## src/rtl/axil_gpio_irq.sv

```systemverilog
// AXI4-Lite GPIO block: registered outputs, 2-flop synchronised inputs, rising-edge interrupts.
// Define GPIO_IRQ_EN to build IRQ_EN/IRQ_STATUS/irq_o; otherwise they read 0 and irq_o is tied low.
module axil_gpio_irq #(
  parameter int unsigned NUM_IN     = 8,
  parameter int unsigned NUM_OUT    = 8,
  parameter int unsigned ADDR_WIDTH = 32
) (
  input  logic                  clk_i,
  input  logic                  rst_ni,
  input  logic [ADDR_WIDTH-1:0] s_axil_awaddr,
  input  logic                  s_axil_awvalid,
  output logic                  s_axil_awready,
  input  logic [31:0]           s_axil_wdata,
  input  logic [3:0]            s_axil_wstrb,
  input  logic                  s_axil_wvalid,
  output logic                  s_axil_wready,
  output logic [1:0]            s_axil_bresp,
  output logic                  s_axil_bvalid,
  input  logic                  s_axil_bready,
  input  logic [ADDR_WIDTH-1:0] s_axil_araddr,
  input  logic                  s_axil_arvalid,
  output logic                  s_axil_arready,
  output logic [31:0]           s_axil_rdata,
  output logic [1:0]            s_axil_rresp,
  output logic                  s_axil_rvalid,
  input  logic                  s_axil_rready,
  input  logic [NUM_IN-1:0]     gpio_in_i,
  output logic [NUM_OUT-1:0]    gpio_out_o,
  output logic                  irq_o
);
  localparam logic [1:0] RespOkay   = 2'b00;
  localparam logic [1:0] RespSlvErr = 2'b10;

  typedef enum logic {WIdle, WResp} wstate_e;
  typedef enum logic {RIdle, RData} rstate_e;

  wstate_e r_wstate, w_wstate_next;
  rstate_e r_rstate, w_rstate_next;

  logic               r_live;
  logic               r_aw_got, r_w_got;
  logic [3:0]         r_awaddr;
  logic [31:0]        r_wdata;
  logic [3:0]         r_wstrb;
  logic [NUM_OUT-1:0] r_dout;
  logic [NUM_IN-1:0]  r_sync1, r_sync2;
  logic [1:0]         r_bresp, r_rresp;
  logic [31:0]        r_rdata;

  logic               w_aw_hs, w_w_hs, w_ar_hs, w_wr_fire, w_wr_ok;
  logic [3:0]         w_waddr, w_wstrb;
  logic [31:0]        w_wdata, w_wmask;
  logic [NUM_OUT-1:0] w_dout_next;
  logic [31:0]        w_dout32, w_din32, w_en32, w_st32, w_rdata;
  logic               w_unused;

  assign w_unused = ^{s_axil_awaddr[ADDR_WIDTH-1:4], s_axil_araddr[ADDR_WIDTH-1:4], w_wdata};

  // Ready only once reset has been released for at least one edge.
  assign s_axil_awready = r_live & (r_wstate == WIdle) & ~r_aw_got;
  assign s_axil_wready  = r_live & (r_wstate == WIdle) & ~r_w_got;
  assign s_axil_arready = r_live & (r_rstate == RIdle);
  assign s_axil_bvalid  = (r_wstate == WResp);
  assign s_axil_rvalid  = (r_rstate == RData);
  assign s_axil_bresp   = r_bresp;
  assign s_axil_rresp   = r_rresp;
  assign s_axil_rdata   = r_rdata;
  assign gpio_out_o     = r_dout;

  always_comb begin
    w_aw_hs   = s_axil_awvalid & s_axil_awready;
    w_w_hs    = s_axil_wvalid & s_axil_wready;
    w_ar_hs   = s_axil_arvalid & s_axil_arready;
    w_waddr   = r_aw_got ? r_awaddr : s_axil_awaddr[3:0];
    w_wdata   = r_w_got ? r_wdata : s_axil_wdata;
    w_wstrb   = r_w_got ? r_wstrb : s_axil_wstrb;
    w_wmask   = {{8{w_wstrb[3]}}, {8{w_wstrb[2]}}, {8{w_wstrb[1]}}, {8{w_wstrb[0]}}};
    w_wr_fire = (r_wstate == WIdle) & (r_aw_got | w_aw_hs) & (r_w_got | w_w_hs);
    w_wr_ok   = w_wr_fire & (w_waddr[1:0] == 2'b00);

    w_wstate_next = r_wstate;
    case (r_wstate)
      WIdle:   if (w_wr_fire) w_wstate_next = WResp;
      WResp:   if (s_axil_bready) w_wstate_next = WIdle;
      default: w_wstate_next = WIdle;
    endcase

    w_rstate_next = r_rstate;
    case (r_rstate)
      RIdle:   if (w_ar_hs) w_rstate_next = RData;
      RData:   if (s_axil_rready) w_rstate_next = RIdle;
      default: w_rstate_next = RIdle;
    endcase
  end

  always_comb begin
    w_dout_next = r_dout;
    if (w_wr_ok && (w_waddr[3:2] == 2'd0)) begin
      for (int i = 0; i < int'(NUM_OUT); i++) begin
        if (w_wmask[i]) w_dout_next[i] = w_wdata[i];
      end
    end
  end

  always_comb begin
    w_dout32 = '0;
    w_dout32[NUM_OUT-1:0] = r_dout;
    w_din32 = '0;
    w_din32[NUM_IN-1:0] = r_sync2;
    w_rdata = '0;
    if (s_axil_araddr[1:0] == 2'b00) begin
      case (s_axil_araddr[3:2])
        2'd0:    w_rdata = w_dout32;
        2'd1:    w_rdata = w_din32;
        2'd2:    w_rdata = w_en32;
        default: w_rdata = w_st32;
      endcase
    end
  end

  always_ff @(posedge clk_i or negedge rst_ni) begin
    if (!rst_ni) begin
      r_live   <= 1'b0;
      r_wstate <= WIdle;
      r_rstate <= RIdle;
      r_aw_got <= 1'b0;
      r_w_got  <= 1'b0;
      r_awaddr <= '0;
      r_wdata  <= '0;
      r_wstrb  <= '0;
      r_bresp  <= RespOkay;
      r_rresp  <= RespOkay;
      r_rdata  <= '0;
      r_dout   <= '0;
      r_sync1  <= '0;
      r_sync2  <= '0;
    end else begin
      r_live   <= 1'b1;
      r_wstate <= w_wstate_next;
      r_rstate <= w_rstate_next;
      // A beat accepted in the firing cycle is consumed directly, never parked.
      if (w_wr_fire) begin
        r_aw_got <= 1'b0;
        r_w_got  <= 1'b0;
        r_bresp  <= w_wr_ok ? RespOkay : RespSlvErr;
      end else begin
        if (w_aw_hs) begin
          r_aw_got <= 1'b1;
          r_awaddr <= s_axil_awaddr[3:0];
        end
        if (w_w_hs) begin
          r_w_got <= 1'b1;
          r_wdata <= s_axil_wdata;
          r_wstrb <= s_axil_wstrb;
        end
      end
      r_dout  <= w_dout_next;
      r_sync1 <= gpio_in_i;
      r_sync2 <= r_sync1;
      if (w_ar_hs) begin
        r_rdata <= w_rdata;
        r_rresp <= (s_axil_araddr[1:0] == 2'b00) ? RespOkay : RespSlvErr;
      end
    end
  end

`ifdef GPIO_IRQ_EN
  logic [NUM_IN-1:0] r_prev, r_en, r_status;
  logic [NUM_IN-1:0] w_clr, w_en_next;
  logic              r_irq;

  always_comb begin
    w_clr     = '0;
    w_en_next = r_en;
    for (int i = 0; i < int'(NUM_IN); i++) begin
      if (w_wr_ok && (w_waddr[3:2] == 2'd3) && w_wmask[i]) w_clr[i] = w_wdata[i];
      if (w_wr_ok && (w_waddr[3:2] == 2'd2) && w_wmask[i]) w_en_next[i] = w_wdata[i];
    end
    w_en32 = '0;
    w_en32[NUM_IN-1:0] = r_en;
    w_st32 = '0;
    w_st32[NUM_IN-1:0] = r_status;
  end

  always_ff @(posedge clk_i or negedge rst_ni) begin
    if (!rst_ni) begin
      r_prev   <= '0;
      r_en     <= '0;
      r_status <= '0;
      r_irq    <= 1'b0;
    end else begin
      r_prev   <= r_sync2;
      r_en     <= w_en_next;
      // New edge is OR-ed in after the clear so a coincident set wins.
      r_status <= (r_status & ~w_clr) | (r_sync2 & ~r_prev);
      r_irq    <= |(r_status & r_en);
    end
  end

  assign irq_o = r_irq;
`else
  assign w_en32 = '0;
  assign w_st32 = '0;
  assign irq_o  = 1'b0;
`endif

endmodule

```

## config.mk

```make
export PLATFORM = sky130hd
export DESIGN_NAME = axil_gpio_irq
export DESIGN_NICKNAME = d
export VERILOG_FILES = /design/src/rtl/axil_gpio_irq.sv
export SDC_FILE = /design/constraint.sdc
export NUM_CORES = 1
export LEC_CHECK = 0
export BUFFER_PORTS_ARGS = -buffer_cell sky130_fd_sc_hd__buf_2
export CAP_MARGIN = 20
export CORE_AREA = 2 2 100 63
export DETAILED_ROUTE_END_ITERATION = 10
export DIE_AREA = 0 0 102 65
export GPL_TIMING_DRIVEN = 0
export PLACE_DENSITY_LB_ADDON = 0.15
export SYNTH_ARGS = -nofsm -noshare
export SYNTH_HDL_FRONTEND = slang
export SYNTH_SLANG_ARGS = --single-unit
```

## constraint.sdc

```tcl
create_clock -name clk_i -period 1.8 [get_ports clk_i]
set_input_delay 0.36 -clock clk_i [delete_from_list [all_inputs] [get_ports clk_i]]
set_output_delay 0.36 -clock clk_i [all_outputs]
set_load 0.1 [all_outputs]
```

==> flow_summary.ini <==
[run_status]
status = finished, final reports clean

[drt]
viasPerCell = 4.16
drc = 0
vias = 1445
drt-total-wl_um = 4000
wire_per_inst_um = 11.5
drt.antenna.violating_nets = 0
firstDrtPassIters = 3
drtIter0Drc = 46

[timing]
timing.slew.headroom = 0.585
maxSlewViolCount = 0
finalSetupViolCount = 0
clock_skew_ns = 0.00300
post-route-min-period_ns = 1.74
finalCritPeriodShare = 0.968
fmax_ghz = 0.574
worst_pin_slew_ns = 0.622
setup-tns-final_ns = 0
finalHoldViolCount = 0

[global_route]
top_usage_layer = met2
met3_usage = 0.0464
grt_overflow = 0
met1_usage = 0.173
grt_max_degree = 35
antenna_found_initial = 0
grt_use_met2 = 0.204
track_usage = 0.133
grt_pass1_vias = 1352
grt_pass1_wl_um = 6510

[floorplan]
pin_count = 165
start_util = 0.383
die_y_um = 65
num_rows = 22
fp.dieW_um = 102
die_area_um2 = 6630
core_area_um2 = 5840

[pwr]
switching_share = 0.433
p_switching_mw = 1.81
power_mw = 4.18
peakVddDrop_v = 0.000618
leakage_nw = 1.51
power_density_nw_per_um2 = 1430
pwr-share-seq = 0.382
p_int_mw = 2.37
clkPwrFrac = 0.182
combPwrFrac = 0.436

[yosys]
synth_top_area_frac = 0.583
synth_area_leaders = dfrtp_1 58%, mux2_2 15%, buf_4 9.1%, mux2i_1 4.5%, nand2_1 2.0%
synth_area_per_cell_um2 = 12.8
yosys-top-cells-count = 52 x dfrtp_1, 29 x mux2_2, 27 x buf_4, 12 x nand2_1, 10 x mux2i_1
synth-seq-cells = 52
yosysWarnings = 0
yosys.area.top_type = dfrtp_1
ys.flop_type = dfrtp_1
async_flop_share = 1.00
synth.most_common_cell = dfrtp_1
synth_cell_types = 25
synth_seq_area_share = 0.583
syn_inst = 175
synth_enable_flop_cells = 0
synth.cell_area_um2 = 2230

[cells_and_area]
layout.cells.non_filler = 347
area_growth_pct = 31.2
final_nets = 378
register_area_um2 = 1310
n_antenna_cell = 0
stdcell_area_um2 = 2930
multi_input_area_um2 = 840
drive_above_1_share = 0.494
fillers = 559

[setup_path]
critical_path_class = flip-flop to output pin
r2r_slack_ns = 0.19
start_kind = flip-flop
endpoint_kind = output pin
crit_family = flip-flops
max_stage_delay_ns = 0.46
path_cells = buf_4 -> nor3b_4 -> buf_12
cp_num_buf_inv = 2
cp_max_fo = 10
worstPathRequired_ns = 1.44
crit_slowest_cell = dfrtp_2
worstPathArrival_ns = 1.38

[cts]
cts_root_buffer = clkbuf_8
clockBufferDepth = 2
path_clk_slew_ns = 0.09
cts_tree = done
cts_buffers = 5
clk_latency_ns = 0.29
h-tree-depth = 2
post-cts-setup-buffers = 0
clock-sinks = 52

[job]
maxCapViolations = 0

[placed_design]
routabilityCongestion = 0.690
dp.cells = 339
hpwl_um = 3010
io_buffers = 53
place_area_um2 = 2760

[worst_hold_path]
min_path_type = input pin to flip-flop
==> area by class of cell <==
class / instances / share of cell area
Timing Repair Buffer: 55 / 0.109
Clock buffer: 6 / 0.0248
Buffer: 32 / 0.0828
Tap cell: 84 / 0.0359
Sequential cell: 52 / 0.447
Multi-Input combinational cell: 114 / 0.287
Clock inverter: 1 / 0.0102
Inverter: 3 / 0.00384
==> power by group through the flow <==
stage / clock, mW / combinational [mW] / sequential [mW]
finish: 0.758 / 1.82 / 1.60
global route: 0.833 / 1.93 / 1.64
CTS: 0.790 / 1.80 / 1.60
detailed placement: 0 / 1.76 / 1.62
global placement: 0 / 1.75 / 1.61
floorplan: 0 / 0.938 / 2.15
==> logic make-up after synthesis <==
logic type	count (synthesis)	share of synthesized area
AOI/OAI and AO/OA	18	0.0510
buffers and inverters	35	0.105
DFF	52	0.583
muxes	39	0.191
other	2	0.00336
and+or+nand+nor	29	0.0672
==> state kept, by name, summed over array words and instances, names as in the netlist <==
register	flops
gpio_out_o	8
r_aw_got	1
r_awaddr	4
r_live	1
r_sync1	8
r_sync2	8
r_w_got	1
r_wdata	8
r_wstrb	1
s_axil_bresp	1
s_axil_bvalid	1
s_axil_rdata	8
s_axil_rresp	1
s_axil_rvalid	1
==> stage by stage <==
step,setup WS (ns),utilization,hold WS (ns)
6_report,0.0581,0.502,0.164
5_1_grt,-0.00502,0.502,0.146
4_1_cts,0.000665,0.497,0.151
3_5_place_dp,-0.0214,0.474,0.329
3_3_place_gp,-0.0192,0.470,0.331
2_1_floorplan,-0.226,-,0.0644
==> worst paths after layout <==
| kind | start | cells past startpoint | to |
|---|---|---|---|
| hold reg to reg | r_sync1[6]$_DFF_PN0_ | 0 | r_sync2[6]$_DFF_PN0_ |
| min in group asynchronous | rst_ni | 2 | r_sync2[2]$_DFF_PN0_ |
| setup reg to reg | r_aw_got$_DFFE_PN0P_ | 3 | gpio_out_o[7]$_DFFE_PN0P_ |
| setup / recovery | r_w_got$_DFFE_PN0P_ | 3 | s_axil_wready |
| max in group asynchronous | rst_ni | 3 | s_axil_rvalid$_DFF_PN0_ |
| hold / removal | gpio_in_i[1] | 1 | r_sync1[1]$_DFF_PN0_ |
==> cells in the final DEF (no fill, tap or decap), types with 3 or more instances in the layout <==
master    count
nand2_1      11
nor2_1        4
a21oi_1       4
dfrtp_1      49
clkbuf_8      6
buf_4        29
mux2_2       29
o21ai_0       3
conb_1       28
mux2i_1      10
inv_1         3
buf_2        50
o21ai_1       8
==> metal layers <==
| layer | routed length (µm) | vias up |
|---|---|---|
| li1 | - | 716 |
| met1 | 1900 | 671 |
| met2 | 1710 | 53 |
| met3 | 327 | 5 |
| met4 | 58 | 0 |
| met5 | 0 | - |
==> timing repair <==
item                       CTS  global route
hold buffers                 1             0
setup endpoints to repair    3            19
resized for setup            8             6
hold endpoints to repair    17             0
Power figures use the tool's default switching activity.
